## src/rtl/mix_load_seq.sv

```systemverilog
`default_nettype none
// ============================================================================
//  Module   : mix_load_seq
//  Purpose  : Sequences a possibly unaligned 32-bit load into one or two
//             word-aligned memory reads. It then merges the two little-endian
//             words into a single result word.
//  Revision : 1.0 - initial release
// ----------------------------------------------------------------------------
//  Ports
//    clk_i        in   clock, rising edge
//    rst_ni       in   asynchronous active-low reset
//    flush_i      in   abandon the current operation
//    valid_i      in   load request valid
//    ready_o      out  block can accept a request (IDLE only)
//    addr_i       in   byte address (may be unaligned)
//    trans_id_i   in   request tag
//    req_o        out  memory read request
//    gnt_i        in   grant of req_o
//    req_addr_o   out  word-aligned read address
//    rvalid_i     in   read data valid
//    rdata_i      in   read data, little-endian
//    valid_o      out  merged result valid
//    ready_i      in   consumer accepts the result
//    result_o     out  merged 32-bit word
//    trans_id_o   out  tag of the result
// ============================================================================
module mix_load_seq #(
  parameter int unsigned TRANS_ID_BITS = 3
) (
  input  logic                     clk_i,
  input  logic                     rst_ni,
  input  logic                     flush_i,
  // request side
  input  logic                     valid_i,
  output logic                     ready_o,
  input  logic [31:0]              addr_i,
  input  logic [TRANS_ID_BITS-1:0] trans_id_i,
  // memory side
  output logic                     req_o,
  input  logic                     gnt_i,
  output logic [31:0]              req_addr_o,
  input  logic                     rvalid_i,
  input  logic [31:0]              rdata_i,
  // result side
  output logic                     valid_o,
  input  logic                     ready_i,
  output logic [31:0]              result_o,
  output logic [TRANS_ID_BITS-1:0] trans_id_o
);

  // --------------------------------------------------------------------------
  // State encoding
  // --------------------------------------------------------------------------
  localparam logic [2:0] IDLE    = 3'd0;
  localparam logic [2:0] REQ_LO  = 3'd1;
  localparam logic [2:0] WAIT_LO = 3'd2;
  localparam logic [2:0] REQ_HI  = 3'd3;
  localparam logic [2:0] WAIT_HI = 3'd4;
  localparam logic [2:0] DONE    = 3'd5;
  localparam logic [2:0] DRAIN   = 3'd6;

  logic [2:0]               state_q, state_d;

  // Datapath registers
  logic [29:0]              word_q;      // word index of the lo read
  logic [1:0]               off_q;       // byte offset inside the lo word
  logic [TRANS_ID_BITS-1:0] tid_q;
  logic [31:0]              lo_q;
  logic [31:0]              result_q, result_d;

  logic                     accept;
  logic                     lo_take;
  logic                     hi_take;
  logic [31:0]              lo_addr;
  logic [31:0]              hi_addr;

  // A flush in IDLE keeps the FSM in IDLE, so a request offered in that
  // cycle is not taken even though ready_o is high.
  assign accept  = (state_q == IDLE) && valid_i && !flush_i;

  // Read data is only kept when no flush arrives with it; a flushed beat is
  // consumed and thrown away.
  assign lo_take = (state_q == WAIT_LO) && rvalid_i && !flush_i;
  assign hi_take = (state_q == WAIT_HI) && rvalid_i && !flush_i;

  // The 30-bit word increment wraps 0xFFFFFFFC to 0x00000000 by itself.
  assign lo_addr = {word_q, 2'b00};
  assign hi_addr = {word_q + 30'd1, 2'b00};

  // --------------------------------------------------------------------------
  // FSM: state register
  // --------------------------------------------------------------------------
  always_ff @(posedge clk_i or negedge rst_ni) begin
    if (!rst_ni) begin
      state_q <= IDLE;
    end else begin
      state_q <= state_d;
    end
  end

  // --------------------------------------------------------------------------
  // FSM: next-state logic (flush outranks gnt, rvalid and ready)
  // --------------------------------------------------------------------------
  always_comb begin
    state_d = state_q;
    unique case (state_q)
      IDLE: begin
        if (accept) state_d = REQ_LO;
      end
      REQ_LO: begin
        if (flush_i)    state_d = IDLE;
        else if (gnt_i) state_d = WAIT_LO;
      end
      WAIT_LO: begin
        if (rvalid_i) begin
          if (flush_i)           state_d = IDLE;
          else if (off_q == 2'd0) state_d = DONE;
          else                   state_d = REQ_HI;
        end else if (flush_i) begin
          state_d = DRAIN;
        end
      end
      REQ_HI: begin
        if (flush_i)    state_d = IDLE;
        else if (gnt_i) state_d = WAIT_HI;
      end
      WAIT_HI: begin
        if (rvalid_i) begin
          if (flush_i) state_d = IDLE;
          else         state_d = DONE;
        end else if (flush_i) begin
          state_d = DRAIN;
        end
      end
      DONE: begin
        if (flush_i || ready_i) state_d = IDLE;
      end
      DRAIN: begin
        // The outstanding read must return before the memory side is free.
        if (rvalid_i) state_d = IDLE;
      end
      default: state_d = IDLE;
    endcase
  end

  // --------------------------------------------------------------------------
  // FSM: outputs (all are decoded from the registered state)
  // --------------------------------------------------------------------------
  always_comb begin
    ready_o    = 1'b0;
    req_o      = 1'b0;
    req_addr_o = 32'h0;
    valid_o    = 1'b0;
    unique case (state_q)
      IDLE:   ready_o = 1'b1;
      REQ_LO: begin
        req_o      = 1'b1;
        req_addr_o = lo_addr;
      end
      REQ_HI: begin
        req_o      = 1'b1;
        req_addr_o = hi_addr;
      end
      DONE:    valid_o = 1'b1;
      default: ;
    endcase
  end

  // --------------------------------------------------------------------------
  // Result merge. Bytes off..3 of lo form the low part of the result and
  // bytes 0..off-1 of hi fill the top. This is the same as
  // (lo >> 8*off) | (hi << 8*(4-off)), written as concatenations.
  // --------------------------------------------------------------------------
  always_comb begin
    result_d = result_q;
    if (lo_take && (off_q == 2'd0)) begin
      result_d = rdata_i;
    end else if (hi_take) begin
      unique case (off_q)
        2'd1:    result_d = {rdata_i[7:0],  lo_q[31:8]};
        2'd2:    result_d = {rdata_i[15:0], lo_q[31:16]};
        2'd3:    result_d = {rdata_i[23:0], lo_q[31:24]};
        default: result_d = lo_q;
      endcase
    end
  end

  // --------------------------------------------------------------------------
  // Datapath registers
  // --------------------------------------------------------------------------
  always_ff @(posedge clk_i or negedge rst_ni) begin
    if (!rst_ni) begin
      word_q   <= '0;
      off_q    <= '0;
      tid_q    <= '0;
      lo_q     <= '0;
      result_q <= '0;
    end else begin
      if (accept) begin
        word_q <= addr_i[31:2];
        off_q  <= addr_i[1:0];
        tid_q  <= trans_id_i;
      end
      if (lo_take) begin
        lo_q <= rdata_i;
      end
      result_q <= result_d;
    end
  end

  // The tag and result registers hold their values for the whole DONE phase.
  assign result_o   = result_q;
  assign trans_id_o = tid_q;

endmodule
`default_nettype wire

```

## config.mk

```make
export PLATFORM = sky130hd
export DESIGN_NAME = mix_load_seq
export DESIGN_NICKNAME = d
export VERILOG_FILES = /design/src/rtl/mix_load_seq.sv
export SDC_FILE = /design/constraint.sdc
export NUM_CORES = 1
export LEC_CHECK = 0
export ABC_CLOCK_PERIOD_IN_PS = 5000
export BUFFER_PORTS_ARGS = -buffer_cell sky130_fd_sc_hd__clkbuf_2
export CORE_MARGIN = 2
export CORE_UTILIZATION = 50
export CTS_CLUSTER_SIZE = 8
export DETAILED_ROUTE_END_ITERATION = 7
export PLACE_DENSITY = 0.74
export SYNTH_ARGS = -nofsm -noshare
export SYNTH_HDL_FRONTEND = slang
export SYNTH_SLANG_ARGS = --single-unit
```

## constraint.sdc

```tcl
create_clock -name clk_i -period 5 [get_ports clk_i]
set_input_delay 1.25 -clock clk_i [delete_from_list [all_inputs] [get_ports clk_i]]
set_output_delay 1.25 -clock clk_i [all_outputs]
set_load 0.01 [all_outputs]
```

==> flow_metrics.env, run 1 <==
export IMPL_ys_top_cells_by_area="dfrtp_1, mux2_2, nand2_1, o22a_1, a21oi_1"
export IMPL_crit_fanout=20
export IMPL_yosys_area_top_type_share_pct=42.7
export IMPL_synthFlopType="dfrtp_1"
export IMPL_maxSlewViolCount=0
export IMPL_power_density_nw_per_um2=626
export IMPL_syn_avg_cell_area_um2=9.17
export IMPL_ff2ff_path_depth=6
export IMPL_clock_sinks=102
export IMPL_end_kind="primary output"
export IMPL_crit_path_start="state_q[1]$_DFFE_PN0P_"
export IMPL_synth_top_area_cell="dfrtp_1"
export IMPL_hold_buffers=0
export IMPL_syn_inst=652
export IMPL_routedWlPerCell_um=18.3
export IMPL_cts_buffer_depth=2
export IMPL_antenna_cells=0
export IMPL_cts_tree="yes"
export IMPL_top_usage_layer="met2"
export IMPL_critPathArrivalTime_ps=2670
export IMPL_drt_first_pass_iters=5
export IMPL_total_power_mw=4.37
export IMPL_whs_path_depth=1
export IMPL_status="completed"
export IMPL_num_rows=39
export IMPL_use_met3_pct=4.02
export IMPL_synth_edf_count=0
export IMPL_wl_um=16500
export IMPL_synth_common_cells="nand2_1, dfrtp_1, mux2_2"
export IMPL_cts_clk_slew_worst_paths_ps=70
export IMPL_use_met2_pct=41.4
export IMPL_initial_utilization_pct=51.7
export IMPL_tns_ps=0
export IMPL_ir_drop_v=0.000312
export IMPL_hold_violations=0
export IMPL_worst_pin_slew_ps=1270
export IMPL_grt_pass1_wl_um=27000
export IMPL_period_needed_ps=3920
export IMPL_track_usage_pct=26.2
export IMPL_worstSetupStartpointType="flip-flop"
export IMPL_synthArstFlopShare_pct=100
export IMPL_drv_cap=0
export IMPL_max_freq_mhz=255
export IMPL_drc=0
export IMPL_drt_initial_drc_count=355
export IMPL_root_buffer="clkbuf_16"
export IMPL_yosysWarnings=0
export IMPL_dp_hpwl_um=11200
export IMPL_die_area_um2=12800
export IMPL_hold_class="reg2reg"
export IMPL_synth_cell_types=52
export IMPL_drive_gt1_share_pct=31.7
export IMPL_place_gp_congestion=0.882
export IMPL_antenna_found_initial=0
export IMPL_fillCellCount=1007
export IMPL_htreeDepth=3
export IMPL_clk_latency_ps=350
export IMPL_area_delta_synth_final_pct=16.9
export IMPL_synth_seq_cells=102
export IMPL_max_slew_margin_pct=15.7
export IMPL_die_y_um=113
export IMPL_period_share_pct=78.4
export IMPL_regToRegEndpoint="result_o[23]$_DFFE_PN0P_"
export IMPL_syn_cell_area_um2=5980
export IMPL_portBuffers=141
export IMPL_grt_max_degree=70
export IMPL_use_met1_pct=36.4
export IMPL_ant_nets=0
export IMPL_dr_total_vias=5508
export IMPL_critical_path_class="reg2out"
export IMPL_numCtsBuffers=9
export IMPL_setup_violations=0
export IMPL_ys_seq_area_share_pct=42.7
export IMPL_vias_per_cell=6.09
export IMPL_cts_resized=0
export IMPL_die_w_um=113
export IMPL_grt_setup_unrepaired="false"
export IMPL_r2r_start="state_q[0]$_DFFE_PN0P_"
export IMPL_io_pins=144
export IMPL_fin_skew_ps=8.74
export IMPL_cts_setup_buffers=0
export IMPL_worstPathRequired_ps=3750
export IMPL_yosysMostFrequentCell="nand2_1"
export IMPL_gr_total_overflow=0
export IMPL_r2r_setup_slack_ps=2400
export IMPL_critPathCapture="req_addr_o[29]"
export IMPL_p_leak_nw=3.08
export IMPL_coreArea_um2=11600
export IMPL_fin_nets=832
export IMPL_first_global_vias=5456
==> power by group <==
group	internal, mW	switching, mW	leakage [nW]
logic	0.906	1.15	1.71
registers	1.23	0.394	1.24
clock network	0.357	0.333	0.133
total	2.50	1.87	3.08
==> layer usage <==
metal / routed length (um) / share of wire, % / up-vias
met1: 7380 / 45 / 2680
met2: 7830 / 47 / 212
met4: 404 / 2.4 / 0
met3: 893 / 5.4 / 30
li1: - / - / 2586
met5: 0 / 0 / -
==> critical path, stage by stage, from the launching register on <==
cell	delay, ps
dfrtp_1	730
and4_1	350
nand4_1	340
or4_1	580
a21oi_1	170
clkbuf_2	150
==> how the worst min path moves through the flow <==
stage	startpoint	to	slack, ps
final	result_o[9]$_DFFE_PN0P_	result_o[9]$_DFFE_PN0P_	510
after global routing	result_o[24]$_DFFE_PN0P_	result_o[24]$_DFFE_PN0P_	530
after CTS	trans_id_o[0]$_DFFE_PN0P_	trans_id_o[0]$_DFFE_PN0P_	520
after detailed placement	result_o[30]$_DFFE_PN0P_	result_o[30]$_DFFE_PN0P_	500
after global placement	trans_id_o[1]$_DFFE_PN0P_	trans_id_o[1]$_DFFE_PN0P_	490
after floorplan	lo_q[0]$_DFFE_PN0N_	lo_q[0]$_DFFE_PN0N_	480
==> sequential cells by signal (all words and copies together) (netlist names) <==
register and count:
word_q 30, off_q 2, lo_q 32, trans_id_o 3
state_q 3, result_o 32
==> logic make-up (layout without fill, tap and decap cells) <==
group / count (synthesis) / count (layout) / synth area share (%)
compound gates: 179 / 179 / 19.6
xor+xnor: 10 / 10 / 1.47
fa+ha+maj: 2 / 2 / 0.419
buf+inv: 60 / 168 / 4.12
flops: 102 / 102 / 42.7
mux: 70 / 70 / 13.1
other cells: 1 / 2 / 0.0628
simple gates: 228 / 228 / 18.5
==> cells in the final DEF, fill, tap and decap left out, types with 3 or more instances in the layout <==
| cell | Yosys | final |
|---|---|---|
| and2_1 | 5 | 5 |
| a22oi_1 | 9 | 9 |
| nand3_1 | 39 | 39 |
| clkbuf_2 | 1 | 140 |
| nor4_1 | 3 | 3 |
| nand2_1 | 107 | 107 |
| inv_1 | 3 | 3 |
| a21oi_1 | 51 | 51 |
| o211ai_1 | 23 | 23 |
| clkbuf_16 | 0 | 9 |
| mux2_2 | 67 | 67 |
| o22a_1 | 32 | 32 |
| or4_1 | 11 | 11 |
| dfrtp_1 | 102 | 101 |
| nand4_1 | 9 | 9 |
| or2_2 | 3 | 3 |
| nor2b_1 | 5 | 4 |
| xor2_1 | 5 | 5 |
| or3_1 | 3 | 3 |
| o21ai_0 | 39 | 39 |
| and3_1 | 3 | 3 |
| mux2i_1 | 3 | 3 |
| and4_1 | 4 | 4 |
| buf_4 | 2 | 9 |
| nor2_1 | 20 | 20 |
| xnor2_1 | 5 | 5 |
| o31ai_1 | 11 | 11 |
| nand2b_1 | 6 | 6 |
==> area by class of cell <==
class | count | area (um2) | share of cell area, %
well taps | 143 | 179 | 2.56
flip-flops and latches | 102 | 2550 | 36.6
clock inverters | 5 | 41.3 | 0.591
clock buffers | 11 | 243 | 3.47
repair buffers | 149 | 768 | 11.0
multi-input cells | 491 | 3190 | 45.7
inverters | 3 | 11.3 | 0.161
==> per-stage QoR <==
step / std cells / setup slack [ps] / instance area [um2] / hold slack (ps) / util, %
3_3_place_gp: 888 / 1620 / 6700 / 488 / 58.0
3_5_place_dp: 888 / 1500 / 6700 / 498 / 58.0
2_1_floorplan: 653 / 1920 / 5980 / 483 / -
6_report: 904 / 1080 / 6990 / 509 / 60.4
5_1_grt: 904 / 905 / 6990 / 534 / 60.4
4_1_cts: 904 / 1110 / 6990 / 516 / 60.4
Power figures use the tool's default switching activity.
==> run 2: changes to the inputs <==
Settings changed: ABC_CLOCK_PERIOD_IN_PS 5000 to 3400, CORE_UTILIZATION 50 to 49, PLACE_DENSITY 0.74 to 0.76.
Clock period 5 ns to 3.4 ns, I/O delays scaled along.
==> run 2 against run 1 <==
  * Critical path depth stayed put
  * Total power is 48% higher
  * Clock-buffer cell count is 2 lower
==> flow_metrics.env, run 2 (synthesized netlist as in run 1, its figures left out) <==
export IMPL_status="completed"
export IMPL_vias_per_cell=6.07
export IMPL_min_to="trans_id_o[2]$_DFFE_PN0P_"
export IMPL_numCtsBuffers=9
export IMPL_crit_fanout=23
export IMPL_cts_clk_slew_worst_paths_ps=70
export IMPL_ir_drop_v=0.000410
export IMPL_io_pins=144
export IMPL_drt_first_pass_iters=5
export IMPL_dp_hpwl_um=11300
export IMPL_dr_total_vias=5542
export IMPL_drc=0
export IMPL_portBuffers=141
export IMPL_hold_violations=0
export IMPL_coreArea_um2=12000
export IMPL_wl_um=16300
export IMPL_gr_total_overflow=0
export IMPL_r2r_start="off_q[0]$_DFFE_PN0P_"
export IMPL_layout_commonest_cell="clkbuf_2"
export IMPL_max_freq_mhz=310
export IMPL_power_density_nw_per_um2=917
export IMPL_cts_tree="yes"
export IMPL_maxSlewViolCount=0
export IMPL_hold_buffers=0
export IMPL_area_delta_synth_final_pct=18.4
export IMPL_initial_utilization_pct=50.0
export IMPL_post_place_ws_ps=543
export IMPL_critPathMaxStageDelay_ps=540
export IMPL_whs_path_depth=1
export IMPL_antenna_found_initial=0
export IMPL_drv_cap=0
export IMPL_critical_path_class="reg2out"
export IMPL_die_w_um=114
export IMPL_htreeDepth=3
export IMPL_period_needed_ps=3230
export IMPL_end_kind="primary output"
export IMPL_period_share_pct=94.9
export IMPL_clk_latency_ps=350
export IMPL_num_rows=40
export IMPL_worstPathRequired_ps=2550
export IMPL_setup_violations=0
export IMPL_worst_pin_slew_ps=1060
export IMPL_drive_gt1_share_pct=32.5
export IMPL_ant_nets=0
export IMPL_multi_input_area_um2=3190
export IMPL_fin_nets=837
export IMPL_p_leak_nw=3.13
export IMPL_path_cells="nand4_2 -> or3_4 -> or4_1 -> a21oi_1 -> clkbuf_2"
export IMPL_r2r_setup_slack_ps=1170
export IMPL_ff2ff_path_depth=3
export IMPL_root_buffer="clkbuf_16"
export IMPL_regToRegEndpoint="result_o[0]$_DFFE_PN0P_"
export IMPL_drt_initial_drc_count=649
export IMPL_max_slew_margin_pct=29.4
export IMPL_final_cell_mix="clkbuf_2, nand2_1, dfrtp_1"
export IMPL_hold_class="reg2reg"
export IMPL_routedWlPerCell_um=17.9
export IMPL_place_gp_congestion=0.892
export IMPL_holdWs_ps=509
export IMPL_hp_start="trans_id_o[2]$_DFFE_PN0P_"
export IMPL_die_area_um2=13100
export IMPL_fillCellCount=1012
export IMPL_setup_slack_ps=175
export IMPL_regArea_um2=2560
export IMPL_worst_path_max_delay_cell="or4_1"
export IMPL_antenna_cells=0
export IMPL_critPathArrivalTime_ps=2380
export IMPL_grt_max_degree=65
export IMPL_cts_buffer_depth=2
export IMPL_die_y_um=114
export IMPL_clock_sinks=102
export IMPL_first_global_vias=5294
export IMPL_fin_skew_ps=9.83
export IMPL_grt_pass1_wl_um=26400
export IMPL_track_usage_pct=25.3
export IMPL_tns_ps=0
export IMPL_grt_setup_unrepaired="false"
export IMPL_worstSetupStartpointType="flip-flop"
-- run 2: repair_timing --
item                       4_1_cts  5_1_grt
hold endpoints to repair         0        0
gates resized for setup          0        1
setup endpoints to repair        0        2
buffers inserted                 0        2
-- run 2: per-stage QoR --
| stage | total power, mW | area, um2 | util [%] | instances |
|---|---|---|---|---|
| after detailed placement | 5.40 | 6760 | 56.5 | 895 |
| after floorplan | 4.39 | 5980 | - | 653 |
| after global routing | 6.95 | 7080 | 59.2 | 913 |
| after global placement | 5.31 | 6760 | 56.5 | 895 |
| after CTS | 6.49 | 7060 | 59.0 | 911 |
| final | 6.49 | 7080 | 59.2 | 913 |
-- run 2: cell type report --
class	count	area share, %
Tap cell	147	2.60
Clock buffer	9	3.18
Sequential cell	102	36.1
Inverter	3	0.159
Timing Repair Buffer	154	11.7
Clock inverter	7	1.11
Multi-Input combinational cell	491	45.1
-- run 2: power by group --
group,switching (mW),internal [mW]
logic,1.54,1.35
clock network,0.484,0.581
registers,0.720,1.82
total,2.75,3.74
-- run 2: worst max-delay path by stage --
stage	slack (ps)	from	endpoint
3_5_place_dp	540	word_q[7]$_DFFE_PN0P_	req_addr_o[20]
2_1_floorplan	720	word_q[8]$_DFFE_PN0P_	req_addr_o[30]
4_1_cts	160	word_q[7]$_DFFE_PN0P_	req_addr_o[20]
6_report	170	word_q[8]$_DFFE_PN0P_	req_addr_o[20]
5_1_grt	60	word_q[8]$_DFFE_PN0P_	req_addr_o[20]
3_3_place_gp	610	word_q[7]$_DFFE_PN0P_	req_addr_o[20]
-- run 2: worst max-delay path, delay by kind of cell (launching register included) --
kind	cells	cell delay, ps
DFF	1	440
and+or+nand+nor	3	1230
AOI/OAI and AO/OA	1	190
buffers and inverters	1	160
-- run 2: routing by layer --
metal | wire, um | vias up | global-route usage, %
li1 | - | 2592 | -
met1 | 6930 | 2689 | 34.8
met2 | 7710 | 225 | 38.5
met3 | 1200 | 36 | 5.93
met4 | 468 | 0 | 10.7
met5 | 0 | - | 0
